## src/rtl/mc_ctrl_pkg.sv

```systemverilog
// Shared types and constants for the multi-cycle MIPS control FSM:
// state encoding, opcode values, ALU/mux encodings and the decoded control word.
package mc_ctrl_pkg;

    typedef enum logic [3:0] {
        S_FETCH    = 4'd0,
        S_DECODE   = 4'd1,
        S_MEMADR   = 4'd2,
        S_MEMRD    = 4'd3,
        S_MEMWB    = 4'd4,
        S_MEMWR    = 4'd5,
        S_EXECUTE  = 4'd6,
        S_ALUWB    = 4'd7,
        S_BRANCH   = 4'd8,
        S_ADDIEXEC = 4'd9,
        S_ADDIWB   = 4'd10,
        S_JUMP     = 4'd11
    } state_t;

    localparam logic [5:0] OP_RTYPE = 6'b000000;
    localparam logic [5:0] OP_LW    = 6'b100011;
    localparam logic [5:0] OP_SW    = 6'b101011;
    localparam logic [5:0] OP_BEQ   = 6'b000100;
    localparam logic [5:0] OP_ADDI  = 6'b001000;
    localparam logic [5:0] OP_J     = 6'b000010;

    localparam logic [1:0] ALUOP_ADD   = 2'b00;
    localparam logic [1:0] ALUOP_SUB   = 2'b01;
    localparam logic [1:0] ALUOP_FUNCT = 2'b10;

    localparam logic [1:0] SRCB_REG    = 2'b00;
    localparam logic [1:0] SRCB_FOUR   = 2'b01;
    localparam logic [1:0] SRCB_IMM    = 2'b10;
    localparam logic [1:0] SRCB_IMMSH  = 2'b11;

    localparam logic [1:0] PCSRC_ALU    = 2'b00;
    localparam logic [1:0] PCSRC_ALUOUT = 2'b01;
    localparam logic [1:0] PCSRC_JUMP   = 2'b10;

    // Raw per-state control word; irwrite/pcwrite in FETCH still need MemReady qualification.
    typedef struct packed {
        logic       iord;
        logic       memwrite;
        logic       irwrite;
        logic       regdst;
        logic       memtoreg;
        logic       regwrite;
        logic       alusrca;
        logic [1:0] alusrcb;
        logic [1:0] aluop;
        logic [1:0] pcsrc;
        logic       pcwrite;
        logic       branch;
    } ctrl_t;

endpackage

```

## src/rtl/mc_ctrl_outdec.sv

```systemverilog
// Moore decode of the FSM state into the datapath control word.
module mc_ctrl_outdec
    import mc_ctrl_pkg::*;
(
    input  state_t state,
    output ctrl_t  cw
);

    always_comb begin
        cw = '0;
        case (state)
            S_FETCH: begin
                cw.alusrcb = SRCB_FOUR;
                cw.aluop   = ALUOP_ADD;
                cw.pcsrc   = PCSRC_ALU;
                cw.irwrite = 1'b1;
                cw.pcwrite = 1'b1;
            end
            S_DECODE: begin
                cw.alusrcb = SRCB_IMMSH;
                cw.aluop   = ALUOP_ADD;
            end
            S_MEMADR: begin
                cw.alusrca = 1'b1;
                cw.alusrcb = SRCB_IMM;
                cw.aluop   = ALUOP_ADD;
            end
            S_MEMRD: cw.iord = 1'b1;
            S_MEMWB: begin
                cw.memtoreg = 1'b1;
                cw.regwrite = 1'b1;
            end
            S_MEMWR: begin
                cw.iord     = 1'b1;
                cw.memwrite = 1'b1;
            end
            S_EXECUTE: begin
                cw.alusrca = 1'b1;
                cw.alusrcb = SRCB_REG;
                cw.aluop   = ALUOP_FUNCT;
            end
            S_ALUWB: begin
                cw.regdst   = 1'b1;
                cw.regwrite = 1'b1;
            end
            S_BRANCH: begin
                cw.alusrca = 1'b1;
                cw.alusrcb = SRCB_REG;
                cw.aluop   = ALUOP_SUB;
                cw.pcsrc   = PCSRC_ALUOUT;
                cw.branch  = 1'b1;
            end
            S_ADDIEXEC: begin
                cw.alusrca = 1'b1;
                cw.alusrcb = SRCB_IMM;
                cw.aluop   = ALUOP_ADD;
            end
            S_ADDIWB: cw.regwrite = 1'b1;
            S_JUMP: begin
                cw.pcsrc   = PCSRC_JUMP;
                cw.pcwrite = 1'b1;
            end
            default: cw = '0;
        endcase
    end

endmodule

```

## src/rtl/multicycle_ctrl.sv

```systemverilog
// Main control FSM for the multi-cycle MIPS datapath: state register, next-state logic,
// MemReady qualification, PCEn generation and retired-instruction counter.
module multicycle_ctrl
    import mc_ctrl_pkg::*;
#(
    parameter int OP_W      = 6,
    parameter int RET_CNT_W = 32
) (
    input  logic                 clk,
    input  logic                 rst,
    input  logic [OP_W-1:0]      Op,
    input  logic                 Zero,
    input  logic                 MemReady,
    output logic                 PCEn,
    output logic                 IorD,
    output logic                 MemWrite,
    output logic                 IRWrite,
    output logic                 RegDst,
    output logic                 MemtoReg,
    output logic                 RegWrite,
    output logic                 ALUSrcA,
    output logic [1:0]           ALUSrcB,
    output logic [1:0]           ALUOp,
    output logic [1:0]           PCSrc,
    output logic                 Illegal,
    output logic [RET_CNT_W-1:0] InstrRetired
);

    state_t               state, state_nxt;
    ctrl_t                cw;
    logic [RET_CNT_W-1:0] ret_cnt;
    logic                 retire;
    logic                 illegal_dec;
    logic                 pcwrite;

    mc_ctrl_outdec u_outdec (
        .state (state),
        .cw    (cw)
    );

    always_ff @(posedge clk) begin
        if (rst) begin
            state <= S_FETCH;
        end else begin
            state <= state_nxt;
        end
    end

    always_ff @(posedge clk) begin
        if (rst) begin
            ret_cnt <= '0;
        end else if (retire) begin
            ret_cnt <= ret_cnt + {{(RET_CNT_W-1){1'b0}}, 1'b1};
        end
    end

    always_comb begin
        state_nxt   = state;
        retire      = 1'b0;
        illegal_dec = 1'b0;
        case (state)
            S_FETCH:  if (MemReady) state_nxt = S_DECODE;
            S_DECODE: begin
                case (Op)
                    OP_LW, OP_SW: state_nxt = S_MEMADR;
                    OP_RTYPE:     state_nxt = S_EXECUTE;
                    OP_BEQ:       state_nxt = S_BRANCH;
                    OP_ADDI:      state_nxt = S_ADDIEXEC;
                    OP_J:         state_nxt = S_JUMP;
                    default: begin
                        state_nxt   = S_FETCH;
                        illegal_dec = 1'b1;
                    end
                endcase
            end
            S_MEMADR:   state_nxt = (Op == OP_LW) ? S_MEMRD : S_MEMWR;
            S_MEMRD:    if (MemReady) state_nxt = S_MEMWB;
            S_MEMWR: begin
                if (MemReady) begin
                    state_nxt = S_FETCH;
                    retire    = 1'b1;
                end
            end
            S_EXECUTE:  state_nxt = S_ALUWB;
            S_ADDIEXEC: state_nxt = S_ADDIWB;
            S_MEMWB, S_ALUWB, S_BRANCH, S_ADDIWB, S_JUMP: begin
                state_nxt = S_FETCH;
                retire    = 1'b1;
            end
            default:    state_nxt = S_FETCH;
        endcase
    end

    // The FETCH write enables only fire on the cycle the memory returns the instruction.
    assign pcwrite = cw.pcwrite & (MemReady | (state != S_FETCH));

    always_comb begin
        PCEn         = 1'b0;
        IorD         = 1'b0;
        MemWrite     = 1'b0;
        IRWrite      = 1'b0;
        RegDst       = 1'b0;
        MemtoReg     = 1'b0;
        RegWrite     = 1'b0;
        ALUSrcA      = 1'b0;
        ALUSrcB      = 2'b00;
        ALUOp        = 2'b00;
        PCSrc        = 2'b00;
        Illegal      = 1'b0;
        InstrRetired = '0;
        if (!rst) begin
            PCEn         = pcwrite | (cw.branch & Zero);
            IorD         = cw.iord;
            MemWrite     = cw.memwrite;
            IRWrite      = cw.irwrite & MemReady;
            RegDst       = cw.regdst;
            MemtoReg     = cw.memtoreg;
            RegWrite     = cw.regwrite;
            ALUSrcA      = cw.alusrca;
            ALUSrcB      = cw.alusrcb;
            ALUOp        = cw.aluop;
            PCSrc        = cw.pcsrc;
            Illegal      = illegal_dec;
            InstrRetired = ret_cnt;
        end
    end

endmodule

```

## config.mk

```make
export PLATFORM = sky130hd
export DESIGN_NAME = multicycle_ctrl
export DESIGN_NICKNAME = d
export VERILOG_FILES = /design/src/rtl/mc_ctrl_pkg.sv /design/src/rtl/mc_ctrl_outdec.sv /design/src/rtl/multicycle_ctrl.sv
export SDC_FILE = /design/constraint.sdc
export NUM_CORES = 1
export LEC_CHECK = 0
export BUFFER_PORTS_ARGS = -buffer_cell sky130_fd_sc_hd__buf_2
export CORE_ASPECT_RATIO = 1.5
export CORE_MARGIN = 10
export CORE_UTILIZATION = 45
export CTS_BUF_LIST = sky130_fd_sc_hd__clkbuf_8
export CTS_CLUSTER_DIAMETER = 200
export DETAILED_ROUTE_END_ITERATION = 7
export HOLD_SLACK_MARGIN = 0.03
export PLACE_DENSITY = 0.8
export SYNTH_ARGS = -nofsm -noshare
export SYNTH_HDL_FRONTEND = slang
export SYNTH_SLANG_ARGS = --single-unit
```

## constraint.sdc

```tcl
create_clock -name clk -period 1.9 [get_ports clk]
set_input_delay 0.475 -clock clk [delete_from_list [all_inputs] [get_ports clk]]
set_output_delay 0.475 -clock clk [all_outputs]
set_load 0.05 [all_outputs]
```

==> metrics.md, run 1 <==
| Metric | Value |
|---|---|
| Top FF cell, synth | dfxtp_1 |
| CTS Root Cell | clkbuf_8 |
| Die W | 79.5 µm |
| Minimum clock period | about 2000 ps |
| CTS Buf Count | 5 |
| Dpl hpwl | between 5 and 6 mm |
| Max cap viols | 0 |
| Period utilization | 107% |
| I/O pins | 57 |
| Hold_ws | around 520 ps |
| Skew-Pair Late Insertion Delay | approximately 300 ps |
| Fin. Hold Viols | 0 |
| Peak supply drop | between 0.4 and 0.5 mV |
| Post-CTS Hold Buffers | 0 |
| Syn_nets | between 300 and 400 |
| TritonCTS sink count | 36 |
| Number of buffers added on ports | 56 |
| Synth cell types | between 40 and 50 |
| # diodes | 0 |
| Row count | 32 |
| Crit Path Class | reg2out |
| Core area | about 5200 µm² |
| Area growth, synth to finish | 64.4% |
| Slew @ Worst Pin | 606 ps |
| Mapped Cells | ~310 |
| Placed cells | ~460 |
| Crit path DAT | approximately 1600 ps |
| Final nets | between 400 and 500 |
| Fmax | just under 500 MHz |
| Worst hold path type | reg2reg |
| Placer Congestion | ~0.99 |
| Crit-path max FO | 6 |
| Average size of a mapped cell | slightly below 8 µm² |
| Die height | between 100 and 150 µm |
| Number of global-route vias before repair | roughly 2,800 |
| Failing checks | negative setup slack |
| LEAKAGE | ~1.6 nW |
| Finished Layout Cells | approximately 490 |
| WP data required | 1420 ps |
| Yosys Warn Count | 0 |
| Setup WS post-layout | -137 ps |
| WL per Instance | roughly 21 µm |
| CTS clk-pin slew, worst paths | 80 ps |
| Startpoint types | flip-flop |
| Via count | about 3,000 |
| Clock Path Buffers | 2 |
| Routed Antenna Nets | 0 |
| Initial DRC Count | around 290 |
| DRT Pass-1 Iters | 5 |
| RSZ-0062 raised after global routing | yes |
| Post-synthesis sequential area ratio | between 30% and 40% |
| Worst setup EP type | output port |
| Pin count of the biggest net entering global routing | 19 |
| Top-area cell type share of the netlist area | between 30% and 40% |
| # setup viols final | 16 |
| Synth async-reset ratio | 0% |
| Max Slew Vio Count | 0 |
| Cell Pwr Density | 461 nW/µm² |
| Via density | 6.08 |
| Initial Util | between 40% and 50% |
| Slew headroom | around 59% |
| Status | finished, violations left |
| Max Clock Skew | 3.37 ps |
| Number of synthesized flops with an enable pin | 0 |
| Total GRT Usage | approximately a fifth |
| DIE AREA | just under 9000 µm² |
| Seq cells post-synth | 36 |
| Leading area contributor after synthesis | dfxtp_1 |
| H-tree depth | 2 |
| DRC | 0 |
| Initial antenna violation count | 0 |
| Share of layout cells above drive strength 1 | 50.6% |
| TritonCTS clock tree | yes |
| Final Util | 76.0% |
| Synthesized area | about 2400 µm² |
| Largest cells by area after synthesis | dfxtp_1 (30%), xnor2_1 (8.4%), nor2b_1 (7.6%), nor2_1 (7.4%), nor3_1 (4.4%) |
| Pre-CTS WS | -249 ps |
| Grt ovf | 0 |
| First-pass GRT wire length | around 13 mm |
| Final wirelength | between 10 and 15 mm |
==> power breakdown <==
| group | internal [W] | switching [W] |
|---|---|---|
| Sequential | 0.000753 | 0.00000658 |
| Clock | 0.000463 | 0.000304 |
| Combinational | 0.000117 | 0.000166 |
==> sequential cells by signal (all words and copies together), names as in the netlist <==
signal   flops
ret_cnt     32
state        4
==> kinds of logic (layout without fill, tap and decap cells) <==
family / count (synthesis) / after routing / share of synthesized area [%]
AND/OR/NAND/NOR: 184 / 184 / 44.2
XOR/XNOR: 26 / 26 / 9.53
buffers and inverters: 28 / 138 / 5.81
AO/OA/AOI/OAI: 32 / 32 / 8.85
flip-flops: 36 / 36 / 30.2
multiplexers: 2 / 2 / 0.943
adder cells (fa/ha/maj): 1 / 1 / 0.524
==> final cells by class <==
cell class / count / area, µm²
multi-input combinational: 245 / 1960
clock inverter: 1 / 30.0
timing repair buffer: 122 / 985
fill: 316 / 1240
clock buffer: 7 / 96.3
inverter: 8 / 30.0
tap: 68 / 85.1
sequential: 36 / 737
==> per-stage QoR <==
step	total power, W	setup TNS [ps]	instance area (µm²)
floorplan	0.000910	-506	2630
global placement	0.000980	-180	3270
detailed placement	0.000987	-259	3270
CTS	0.00175	-175	3610
global route	0.00185	-1700	3930
finish	0.00181	-873	3930
==> placed cells by master (no fill, tap or decap), types with 7 or more instances in the layout <==
cell,count
buf_2,40
buf_4,54
dfxtp_1,31
nor2b_1,15
nor4_4,16
nand2_1,20
a21oi_1,7
nor2_2,8
nand4_1,12
nor2b_2,13
o21ai_0,8
buf_6,17
inv_1,8
xnor2_1,22
nand3_1,11
nor2_1,34
nor3_1,9
clkbuf_8,7
==> Yosys cell counts (all sizes together), types with 2 or more instances <==
library cell  instances
nor2                 47
dfxtp                36
nor2b                30
xnor2                23
nand2                21
nor3                 21
nor4                 20
clkbuf               12
nand3                12
nand4                12
a21oi                 8
buf                   8
inv                   8
o21ai                 8
or3                   6
nand2b                5
a31oi                 3
o31ai                 3
or4                   3
xor2                  3
and4                  2
mux2                  2
==> worst paths after layout <==
kind | start | end | slack, ps | depth (start not counted)
hold reg to reg | ret_cnt[25] | ret_cnt[25] | 520 | 2
setup reg to reg | state[1] | ret_cnt[29] | -60 | 7
hold / removal | ret_cnt[25] | ret_cnt[25] | 520 | 2
setup / recovery | state[1] | PCEn | -140 | 5
==> metal layers <==
metal  global-route usage, %  wire, µm
met5                       0         0
met2                    36.1      5440
met3                    4.28       647
met4                    8.35       510
met1                    19.0      3610
==> worst max-delay path, cell delays in order, from the launching register on <==
cell      delay, ps
dfxtp_4         400
buf_12          150
nand3b_1        190
nor2_4           50
a211o_4         310
buf_8           150
==> timing repair <==
item                                    4_1_cts  5_1_grt
gates resized for setup                      46       47
pin swaps                                     5       14
cloned                                        0        2
buffers inserted                             11        4
endpoints found under the setup margin       15       35
Note: power is estimated with default switching activity, not from simulation.
==> run 2: changes to the inputs <==
--- a/config.mk
+++ b/config.mk
@@ -13,7 +13,7 @@
 export CTS_CLUSTER_DIAMETER = 200
 export DETAILED_ROUTE_END_ITERATION = 7
 export HOLD_SLACK_MARGIN = 0.03
-export PLACE_DENSITY = 0.8
+export PLACE_DENSITY = 0.72
 export SYNTH_ARGS = -nofsm -noshare
 export SYNTH_HDL_FRONTEND = slang
 export SYNTH_SLANG_ARGS = --single-unit
==> run 2 against run 1 <==
The run still ends with negative setup slack left. Power is 8.9% lower. Design area is 0.51% higher. Global-route usage is 0.99 points lower. Die area stayed put. Critical path depth is 1 higher. Fmax is 1.2% higher. First-iteration DRC count is 18% lower. Sequential share of layout area is 0.095 points lower. Routed wire length is 9.5% lower. Utilization is 0.39 points higher. Hold slack worse by 14 ps. Non-clock buffer count stayed put. Critical endpoint is now ret_cnt[30].
==> metrics.md, run 2 (synthesized netlist as in run 1, its figures left out) <==
| Metric | Value |
|---|---|
| Status | finished, violations left |
| Failing checks | negative setup slack |
| Peak supply drop | 0.408 mV |
| Die W | 79.5 µm |
| Initial antenna violation count | 0 |
| Number of buffers added on ports | between 50 and 60 |
| # diodes | 0 |
| Via count | approximately 2,800 |
| Number of global-route vias before repair | about 2,700 |
| Total GRT Usage | 18.0% |
| Worst hold path type | reg2reg |
| Commonest non-fill, non-tap cell in the layout | buf_4 |
| Skew-Pair Late Insertion Delay | ~300 ps |
| Fmax | just under 500 MHz |
| First-pass GRT wire length | 13.0 mm |
| Worst setup EP type | flip-flop |
| Crit-path max FO | 13 |
| Dpl hpwl | approximately 5.4 mm |
| DRC | 0 |
| Max Clock Skew | 5.72 ps |
| Most frequent cells in the layout | buf_4 (53), buf_2 (37), nor2_1 (34) |
| Minimum clock period | roughly 2000 ps |
| CTS Buf Count | 5 |
| Period utilization | 106% |
| Final nets | roughly 430 |
| Wire length on met1 | between 3 and 4 mm |
| Routed wl met2 | approximately 5.0 mm |
| Core area | 5160 µm² |
| Crit path DAT | roughly 2200 ps |
| Grt ovf | 0 |
| WP data required | roughly 2100 ps |
| Die height | about 110 µm |
| DRT Pass-1 Iters | 4 |
| Pin count of the biggest net entering global routing | 40 |
| WL per Instance | about 19 µm |
| Max Slew Vio Count | 0 |
| Placer Congestion | between 0.9 and 1 |
| Max reg flops | 32 |
| Area growth, synth to finish | 65.2% |
| Initial Util | 46.2% |
| LEAKAGE | between 1.5 and 2 nW |
| Regs by FF count | ret_cnt (32), state (4) |
| CTS Root Cell | clkbuf_8 |
| Slew @ Worst Pin | 728 ps |
| DIE AREA | just under 9000 µm² |
| Slew headroom | around 51% |
| Largest Register | ret_cnt |
| Final wirelength | roughly 9.2 mm |
| CTS clk-pin slew, worst paths | ~80 ps |
| TritonCTS clock tree | yes |
| Row count | 32 |
| Clock Path Buffers | 2 |
| TritonCTS sink count | 36 |
| RSZ-0062 raised after global routing | yes |
| Initial DRC Count | ~230 |
| # setup viols final | 16 |
| Post-CTS Hold Buffers | 0 |
| Met3 WL | ~480 µm |
| Fin. Hold Viols | 0 |
| Share of layout cells above drive strength 1 | roughly 50% |
| Max cap viols | 0 |
| Pre-CTS WS | -259 ps |
| I/O pins | 57 |
| Crit Path Class | reg2reg |
| Via density | roughly 5.7 |
| H-tree depth | 2 |
| Startpoint types | flip-flop |
| Setup WS post-layout | -112 ps |
| Cell Pwr Density | ~420 nW/µm² |
| Routed Antenna Nets | 0 |
| Placed cell area | ~3300 µm² |
| Final instance area | 3950 µm² |
| Top sig layer | met4 |
-- run 2: final cells by class --
class / count / area, µm²
multi-input combinational: 245 / 1970
fill: 329 / 1220
timing repair buffer: 122 / 1020
sequential: 36 / 737
tap: 68 / 85.1
clock buffer: 6 / 82.6
inverter: 8 / 30.0
clock inverter: 2 / 13.8
-- run 2: final timing paths --
path | from | end | slack (ps) | cells past startpoint
max | state[0] | ret_cnt[30] | -110 | 6
min | ret_cnt[29] | ret_cnt[29] | 510 | 2
max reg2reg | state[0] | ret_cnt[30] | -110 | 6
min reg2reg | ret_cnt[29] | ret_cnt[29] | 510 | 2
-- run 2: critical path: stages (launching register included) --
cell and delay (ps):
dfxtp_4 400, nor3b_1 620, o32a_4 320, clkbuf_16 180, nor2_1 70, a21o_1 170, a21oi_1 170
-- run 2: where the power goes --
group / total [W] / internal, W / switching [W]
logic: 0.000279 / 0.000120 / 0.000159
registers: 0.000759 / 0.000753 / 0.00000638
clock network: 0.000611 / 0.000297 / 0.000314
total: 0.00165 / 0.00117 / 0.000479
-- run 2: through the flow --
step	hold WS, ps	std cells	TNS [ps]	utilization [%]	power (W)
floorplan	467	309	-506	-	0.000910
global route	537	487	-2960	76.4	0.00170
detailed placement	494	463	-366	63.1	0.000985
finish	509	487	-898	76.4	0.00165
CTS	506	481	-175	70.8	0.00162
global placement	484	463	-205	63.1	0.000980
-- run 2: repair_timing --
item                                    4_1_cts  5_1_grt
buffers inserted                             11        4
endpoints found under the setup margin       15       34
gates cloned                                  0        2
pin swaps                                     4       20
gates resized for setup                      57       44
-- run 2: per-layer routing --
layer,track usage (%),vias up
met5,0,-
met3,3.79,31
met1,18.8,1362
li1,-,1301
met4,5.27,0
met2,34.6,104
